`src/rtl/determ_pkg.sv`:
```
// ---------------------------------------------------------------------------
// determ_pkg
// Shared definitions for the deterministic bitstream blocks: state encoding
// for stream generators and the FXP fraction/one derivation used by every
// block that maps bits to +1/-1.
// Revision: 1.0
// ---------------------------------------------------------------------------
`default_nettype none

package determ_pkg;

  typedef enum logic [0:0] {
    IDLE = 1'b0,
    RUN  = 1'b1
  } state_t;

  // Number of fractional bits of a signed FXP word (sign + int + frac).
  function automatic int calc_frac(input int bit_width, input int int_width);
    return bit_width - int_width - 1;
  endfunction

  // Integer encoding of +1.0 in that FXP format.
  function automatic longint calc_one(input int bit_width, input int int_width);
    return longint'(1) << calc_frac(bit_width, int_width);
  endfunction

endpackage

`default_nettype wire

```
`src/rtl/determ_gen_fxp_if.sv`:
```
// ---------------------------------------------------------------------------
// determ_gen_fxp_if
// Load and stream handshakes of the FXP -> deterministic bitstream encoder.
//   in_valid/in_ready/in_value/in_len : value load (master -> encoder)
//   out_bit/out_valid/out_last/out_ready : bitstream (encoder -> consumer)
// Modports: master (source/consumer side), slave (encoder side).
// Revision: 1.0
// ---------------------------------------------------------------------------
`default_nettype none

interface determ_gen_fxp_if #(
  parameter int BIT_WIDTH = 16,
  parameter int LEN_WIDTH = 8
);
  logic                  in_valid;
  logic                  in_ready;
  logic [BIT_WIDTH-1:0]  in_value;
  logic [LEN_WIDTH-1:0]  in_len;
  logic                  out_bit;
  logic                  out_valid;
  logic                  out_last;
  logic                  out_ready;

  modport master (
    output in_valid, in_value, in_len, out_ready,
    input  in_ready, out_bit, out_valid, out_last
  );

  modport slave (
    input  in_valid, in_value, in_len, out_ready,
    output in_ready, out_bit, out_valid, out_last
  );
endinterface

`default_nettype wire

```
`src/rtl/determ_sd_step.sv`:
```
// ---------------------------------------------------------------------------
// determ_sd_step
// One combinational first-order sigma-delta step.
//   err      : accumulated signed error (BIT_WIDTH+2 bits)
//   x        : signed FXP target value
//   sd_bit   : emitted bit, 1 when err + x >= 0
//   err_next : err + x minus the +/-ONE that the emitted bit represents
// Revision: 1.0
// ---------------------------------------------------------------------------
`default_nettype none

module determ_sd_step
  import determ_pkg::*;
#(
  parameter int BIT_WIDTH = 16,
  parameter int INT_WIDTH = 1
) (
  input  logic signed [BIT_WIDTH+1:0] err,
  input  logic signed [BIT_WIDTH-1:0] x,
  output logic                        sd_bit,
  output logic signed [BIT_WIDTH+1:0] err_next
);

  localparam logic signed [BIT_WIDTH+1:0] C_ONE =
    (BIT_WIDTH+2)'(calc_one(BIT_WIDTH, INT_WIDTH));

  logic signed [BIT_WIDTH+1:0] w_sum;

  always_comb begin
    w_sum    = err + {{2{x[BIT_WIDTH-1]}}, x};
    sd_bit   = ~w_sum[BIT_WIDTH+1];
    err_next = sd_bit ? (w_sum - C_ONE) : (w_sum + C_ONE);
  end

endmodule

`default_nettype wire

```
`src/rtl/determ_gen_fxp.sv`:
```
// ---------------------------------------------------------------------------
// determ_gen_fxp
// Encodes one signed FXP value per load into a deterministic bitstream of
// programmable length L (bit 1 = +1, bit 0 = -1) using sigma-delta error
// feedback; the stream mean equals x within 2/L.
//   CLK, RST : clock (rising edge), asynchronous active-high reset
//   bus      : determ_gen_fxp_if.slave (load + stream handshakes)
// Build option: DETERM_GEN_SAT_EN clamps in_value to [-ONE, +ONE] at load;
// without it an out-of-range load is flagged by an assertion.
// Revision: 1.0
// ---------------------------------------------------------------------------
`default_nettype none

module determ_gen_fxp
  import determ_pkg::*;
#(
  parameter int BIT_WIDTH = 16,
  parameter int INT_WIDTH = 1,
  parameter int LEN_WIDTH = 8
) (
  input  logic             CLK,
  input  logic             RST,
  determ_gen_fxp_if.slave  bus
);

  localparam logic signed [BIT_WIDTH+1:0] C_ONE =
    (BIT_WIDTH+2)'(calc_one(BIT_WIDTH, INT_WIDTH));
  localparam logic signed [BIT_WIDTH+1:0] C_NEG_ONE = -C_ONE;
  localparam logic [LEN_WIDTH:0] C_CNT_ONE = (LEN_WIDTH+1)'(1);
  localparam logic [LEN_WIDTH:0] C_CNT_MAX = C_CNT_ONE << LEN_WIDTH;

  state_t                      r_state, w_state_next;
  logic signed [BIT_WIDTH-1:0] r_x, w_x_next;
  logic signed [BIT_WIDTH+1:0] r_err, w_err_next;
  logic [LEN_WIDTH:0]          r_cnt, w_cnt_next;

  logic                        w_sd_bit;
  logic signed [BIT_WIDTH+1:0] w_err_step;
  logic signed [BIT_WIDTH-1:0] w_load_value;
  logic signed [BIT_WIDTH+1:0] w_in_ext;
  logic                        w_in_fire;
  logic                        w_out_fire;

  determ_sd_step #(
    .BIT_WIDTH (BIT_WIDTH),
    .INT_WIDTH (INT_WIDTH)
  ) u_sd_step (
    .err      (r_err),
    .x        (r_x),
    .sd_bit   (w_sd_bit),
    .err_next (w_err_step)
  );

  assign w_in_ext = {{2{bus.in_value[BIT_WIDTH-1]}}, bus.in_value};

`ifdef DETERM_GEN_SAT_EN
  always_comb begin
    w_load_value = bus.in_value;
    if (w_in_ext > C_ONE) begin
      w_load_value = C_ONE[BIT_WIDTH-1:0];
    end else if (w_in_ext < C_NEG_ONE) begin
      w_load_value = C_NEG_ONE[BIT_WIDTH-1:0];
    end
  end
`else
  assign w_load_value = bus.in_value;

  a_load_in_range : assert property (@(posedge CLK) disable iff (RST)
    w_in_fire |-> ((w_in_ext <= C_ONE) && (w_in_ext >= C_NEG_ONE)));
`endif

  assign bus.out_valid = (r_state == RUN);
  assign bus.out_bit   = (r_state == RUN) && w_sd_bit;
  assign bus.out_last  = (r_state == RUN) && (r_cnt == C_CNT_ONE);
  // The last-bit handshake frees the encoder in the same cycle, so a new
  // load can follow the previous stream without a gap.
  assign bus.in_ready  = (r_state == IDLE) ||
                         (bus.out_valid && bus.out_last && bus.out_ready);

  assign w_in_fire  = bus.in_valid && bus.in_ready;
  assign w_out_fire = bus.out_valid && bus.out_ready;

  always_comb begin
    w_state_next = r_state;
    w_x_next     = r_x;
    w_err_next   = r_err;
    w_cnt_next   = r_cnt;
    if (w_out_fire) begin
      w_err_next = w_err_step;
      w_cnt_next = r_cnt - C_CNT_ONE;
      if (r_cnt == C_CNT_ONE) begin
        w_state_next = IDLE;
      end
    end
    // A load overrides the bit-accept update, including the error carry.
    if (w_in_fire) begin
      w_state_next = RUN;
      w_x_next     = w_load_value;
      w_err_next   = '0;
      w_cnt_next   = (bus.in_len == '0) ? C_CNT_MAX : {1'b0, bus.in_len};
    end
  end

  always_ff @(posedge CLK or posedge RST) begin
    if (RST) begin
      r_state <= IDLE;
      r_x     <= '0;
      r_err   <= '0;
      r_cnt   <= '0;
    end else begin
      r_state <= w_state_next;
      r_x     <= w_x_next;
      r_err   <= w_err_next;
      r_cnt   <= w_cnt_next;
    end
  end

endmodule

`default_nettype wire

```
`src/flat_wrapper.sv`:
```
// flat-port wrapper written by rule: the top's interface ports become plain ports
module determ_gen_fxp_flat import determ_pkg::*;
#(
  parameter int BIT_WIDTH = 16,
  parameter int INT_WIDTH = 1,
  parameter int LEN_WIDTH = 8
)
  (CLK, RST, bus_in_valid, bus_in_value, bus_in_len, bus_out_ready, bus_in_ready, bus_out_bit, bus_out_valid, bus_out_last);
  determ_gen_fxp_if #(.BIT_WIDTH(BIT_WIDTH), .LEN_WIDTH(LEN_WIDTH)) bus_i ();
  input  logic CLK;
  input  logic RST;
  input wire logic [$bits(bus_i.in_valid)-1:0] bus_in_valid;
  input wire logic [$bits(bus_i.in_value)-1:0] bus_in_value;
  input wire logic [$bits(bus_i.in_len)-1:0] bus_in_len;
  input wire logic [$bits(bus_i.out_ready)-1:0] bus_out_ready;
  output wire logic [$bits(bus_i.in_ready)-1:0] bus_in_ready;
  output wire logic [$bits(bus_i.out_bit)-1:0] bus_out_bit;
  output wire logic [$bits(bus_i.out_valid)-1:0] bus_out_valid;
  output wire logic [$bits(bus_i.out_last)-1:0] bus_out_last;
  assign bus_i.in_valid = bus_in_valid;
  assign bus_i.in_value = bus_in_value;
  assign bus_i.in_len = bus_in_len;
  assign bus_i.out_ready = bus_out_ready;
  assign bus_in_ready = bus_i.in_ready;
  assign bus_out_bit = bus_i.out_bit;
  assign bus_out_valid = bus_i.out_valid;
  assign bus_out_last = bus_i.out_last;
  determ_gen_fxp #(.BIT_WIDTH(BIT_WIDTH), .INT_WIDTH(INT_WIDTH), .LEN_WIDTH(LEN_WIDTH)) u_core (.CLK(CLK), .RST(RST), .bus(bus_i));
endmodule
```
`config.mk`:
```
export PLATFORM = sky130hd
export DESIGN_NAME = determ_gen_fxp_flat
export DESIGN_NICKNAME = d
export VERILOG_FILES = /design/src/rtl/determ_pkg.sv /design/src/rtl/determ_gen_fxp_if.sv /design/src/rtl/determ_sd_step.sv /design/src/rtl/determ_gen_fxp.sv /design/src/flat_wrapper.sv
export SDC_FILE = /design/constraint.sdc
export NUM_CORES = 1
export LEC_CHECK = 0
export BUFFER_PORTS_ARGS = -buffer_cell sky130_fd_sc_hd__buf_2
export CAP_MARGIN = 0
export CORE_ASPECT_RATIO = 1.5
export CORE_MARGIN = 5
export CORE_UTILIZATION = 34
export DETAILED_ROUTE_END_ITERATION = 8
export REMOVE_ABC_BUFFERS = 1
export SKIP_LAST_GASP = 1
export SYNTH_ARGS = -nofsm -noshare
export SYNTH_HDL_FRONTEND = slang
export SYNTH_HIERARCHICAL = 1
export SYNTH_SLANG_ARGS = --single-unit
```
`constraint.sdc`:
```
create_clock -name CLK -period 5.1 [get_ports CLK]
set_input_delay 0.765 -clock CLK [delete_from_list [all_inputs] [get_ports CLK]]
set_output_delay 0.765 -clock CLK [all_outputs]
set_load 0.02 [all_outputs]
```
==> flow_metrics.env <==
export IMPL_numClockSinks=44
export IMPL_rsz0062_at_grt="no"
export IMPL_whs_ns=0.486
export IMPL_async_flop_share_pct=100
export IMPL_clk_path_buf_depth=2
export IMPL_skew_ns=0.00316
export IMPL_dp_hpwl_um=5000
export IMPL_wl_um=6830
export IMPL_yosysUniqueCellTypes=57
export IMPL_max_slew_margin_rel_pct=40.4
export IMPL_synth_edf_count=0
export IMPL_max_stage_delay_ns=0.41
export IMPL_viasPerCell=5.28
export IMPL_synthCells=353
export IMPL_worstPathArrival_ns=2.70
export IMPL_p_per_area_nw_per_um2=543
export IMPL_cts_made_buffers=5
export IMPL_fin_util_pct=39.8
export IMPL_drcViolationCount=0
export IMPL_p_int_mw=1.10
export IMPL_switchingPower_uw=730
export IMPL_cp_cell_sequence="ha_1 > a21o_1 > a31o_1 > o2111a_1 > nand2b_1 > a311o_2 > inv_1 > and2_1 > buf_2"
export IMPL_cp_required_ns=4.34
export IMPL_antenna_found_initial=0
export IMPL_cts_tree="yes"
export IMPL_h_tree_depth=2
export IMPL_insertion_delay_ns=0.29
export IMPL_syn_avg_cell_area_um2=8.43
export IMPL_fmax_mhz=289
export IMPL_cp_num_buf_inv=2
export IMPL_path_max_fanout=6
export IMPL_drt_wirelength_per_cell_um=14.0
export IMPL_grt_pass1_vias=2645
export IMPL_synth_top_area_share_pct=37.0
export IMPL_grt_max_degree=45
export IMPL_swShare_pct=39.9
export IMPL_placed_cells_incl_taps=480
export IMPL_tightest_slew_ns=0.893
export IMPL_nets=429
export IMPL_period_share_pct=67.9
export IMPL_ios=32
export IMPL_synth_seq_cells=44
export IMPL_grt_pass1_wl_um=12000
export IMPL_regArea_um2=1100
export IMPL_outcome="finished clean"
export IMPL_cts_repair_resized=0
export IMPL_syn_cell_area_um2=2980
export IMPL_die_w_um=86.4
export IMPL_setup_viol=0
export IMPL_diodes=0
export IMPL_yosys_most_used_dff="dfrtp_1"
export IMPL_drtIter0Drc=127
export IMPL_rrSetupSlack_ns=1.87
export IMPL_comb_power_share_pct=51.2
export IMPL_start_kind="flop"
export IMPL_routed_via_count=2578
export IMPL_fin_crit_ns=3.46
export IMPL_instances_no_fill=488
export IMPL_crit_family="compound AO/OA/AOI/OAI gates"
export IMPL_power_leakage_nw=1.58
export IMPL_ctsRootBufferMaster="clkbuf_16"
export IMPL_grt_remaining_overflow=0
export IMPL_rows=41
export IMPL_fin_setup_tns_ns=0
export IMPL_fillers=870
export IMPL_worstHoldPathType="flop to flop"
export IMPL_hold_viol_final=0
export IMPL_seq_power_share_pct=29.1
export IMPL_synth_seq_area_share_pct=37.0
export IMPL_yosysWarnings=6
export IMPL_endpoint_kind="primary output"
export IMPL_multi_input_area_um2=1750
export IMPL_power_mw=1.83
export IMPL_synth_top_area_cell="dfrtp_1"
export IMPL_dieArea_um2=10800
export IMPL_area_growth_syn_to_layout_pct=13.3
export IMPL_cap_violations=0
export IMPL_start_util_pct=35.2
export IMPL_cts_hold_buf=0
export IMPL_cts_clk_slew_worst_paths_ns=0.06
export IMPL_critPathSlowestCell="a311o_2"
export IMPL_drt_pre_antenna_iters=4
export IMPL_crit_type="flop to primary output"
export IMPL_io_buffers=31
export IMPL_track_usage_pct=13.5
export IMPL_cts_setup_buffers=0
export IMPL_ant_nets=0
export IMPL_core_um2=8460
export IMPL_slew_viol_final=0
export IMPL_place_gp_congestion=0.868
export IMPL_peakVddDrop_mv=0.250
export IMPL_clkPwrFrac_pct=19.7
export IMPL_synth_area_top_cells="dfrtp_1, nand2_1, ha_1"
export IMPL_drive_above_1_share_pct=15.0
export IMPL_die_height_um=125
state kept, by name, summed over array words and instances, names as in the netlist:
register	cells
u_core/bus.out_valid	1
u_core/r_x	16
u_core/r_cnt	9
u_core/r_err	18
worst reg2reg max path, cell delays in order, from the launching register on:
cell and delay [ns]:
dfrtp_1 0.38, ha_1 0.37, a21o_1 0.21, a31o_1 0.22, o211ai_2 0.24, a21oi_2 0.10
or4_4 0.49, and2_1 0.20, xnor2_1 0.13, ha_1 0.20, a211oi_2 0.20, a21oi_1 0.07
xor2_1 0.14, nand2_1 0.06, o21ai_0 0.15
Yosys cell counts, types with 3 or more instances:
library cell and instances:
a21o_1 4, a21oi_1 15, a311oi_1 3, and2_1 3, buf_2 6, buf_4 3
clkbuf_1 3, dfrtp_1 44, ha_1 20, inv_1 9, nand2_1 99, nand2b_1 5
nand3_1 16, nand4_1 6, nor2_1 14, nor2b_1 4, o21a_1 3, o21ai_0 26
o21ai_1 3, or4_1 3, xnor2_1 13, xor2_1 5
kinds of logic (layout without fill, tap and decap cells):
logic type | after synthesis | after routing | synth area share, %
AOI/OAI and AO/OA | 76 | 76 | 17.2
xor gates and xnor gates | 18 | 18 | 5.30
adders and majority gates | 21 | 21 | 9.08
buffers and inverters | 24 | 52 | 4.20
DFF | 44 | 44 | 37.0
muxes | 2 | 2 | 0.715
and+or+nand+nor | 168 | 168 | 26.5
final cells by class:
class | count | share of cell area, %
timing repair buffer | 35 | 5.49
clock buffer | 6 | 3.82
sequential | 44 | 32.7
inverter | 9 | 1.00
tap | 107 | 3.97
clock inverter | 2 | 1.04
multi-input combinational | 285 | 52.0
power by group through the flow:
stage                     sequential, mW  combinational, mW  clock [mW]
after floorplan                    0.521              0.759           0
after global placement             0.536              0.915           0
after detailed placement           0.540              0.938           0
after CTS                          0.534              0.943       0.372
after global routing               0.547               1.05       0.385
final                              0.533              0.938       0.361
cell usage in the layout, fill, tap and decap left out, types with 5 or more instances in the layout:
cell type,instances
nor2_1,14
buf_2,31
xor2_1,5
clkbuf_16,5
a21oi_1,15
nand4_1,6
o21ai_0,26
nand3_1,16
ha_1,20
nand2_1,99
inv_1,8
dfrtp_1,44
xnor2_1,13
nand2b_1,5
through the flow:
stage / worst slack, ns / area [µm²]
after global routing: 1.47 / 3370
after detailed placement: 1.89 / 3210
after CTS: 1.62 / 3370
after global placement: 1.92 / 3210
after floorplan: 2.05 / 2890
final: 1.64 / 3370
layer usage:
metal	part of all wire (%)	track usage, %	up-vias
met5	0	0	-
met4	2.7	5.69	0
met3	2.8	2.12	11
met2	53	24.4	41
met1	42	15.3	1230
li1	-	-	1296
path summary, 6_finish.rpt:
check	startpoint	end	cells past startpoint
min	u_core/r_x[8]	u_core/r_x[8]	2
max reg2reg	u_core/r_err[4]	u_core/r_err[16]	14
min in group asynchronous	RST	u_core/r_x[1]	3
max	u_core/r_err[4]	bus_out_bit	9
min reg2reg	u_core/r_x[8]	u_core/r_x[8]	2
max in group asynchronous	RST	u_core/r_err[16]	3
(Power assumes the default switching activity.)
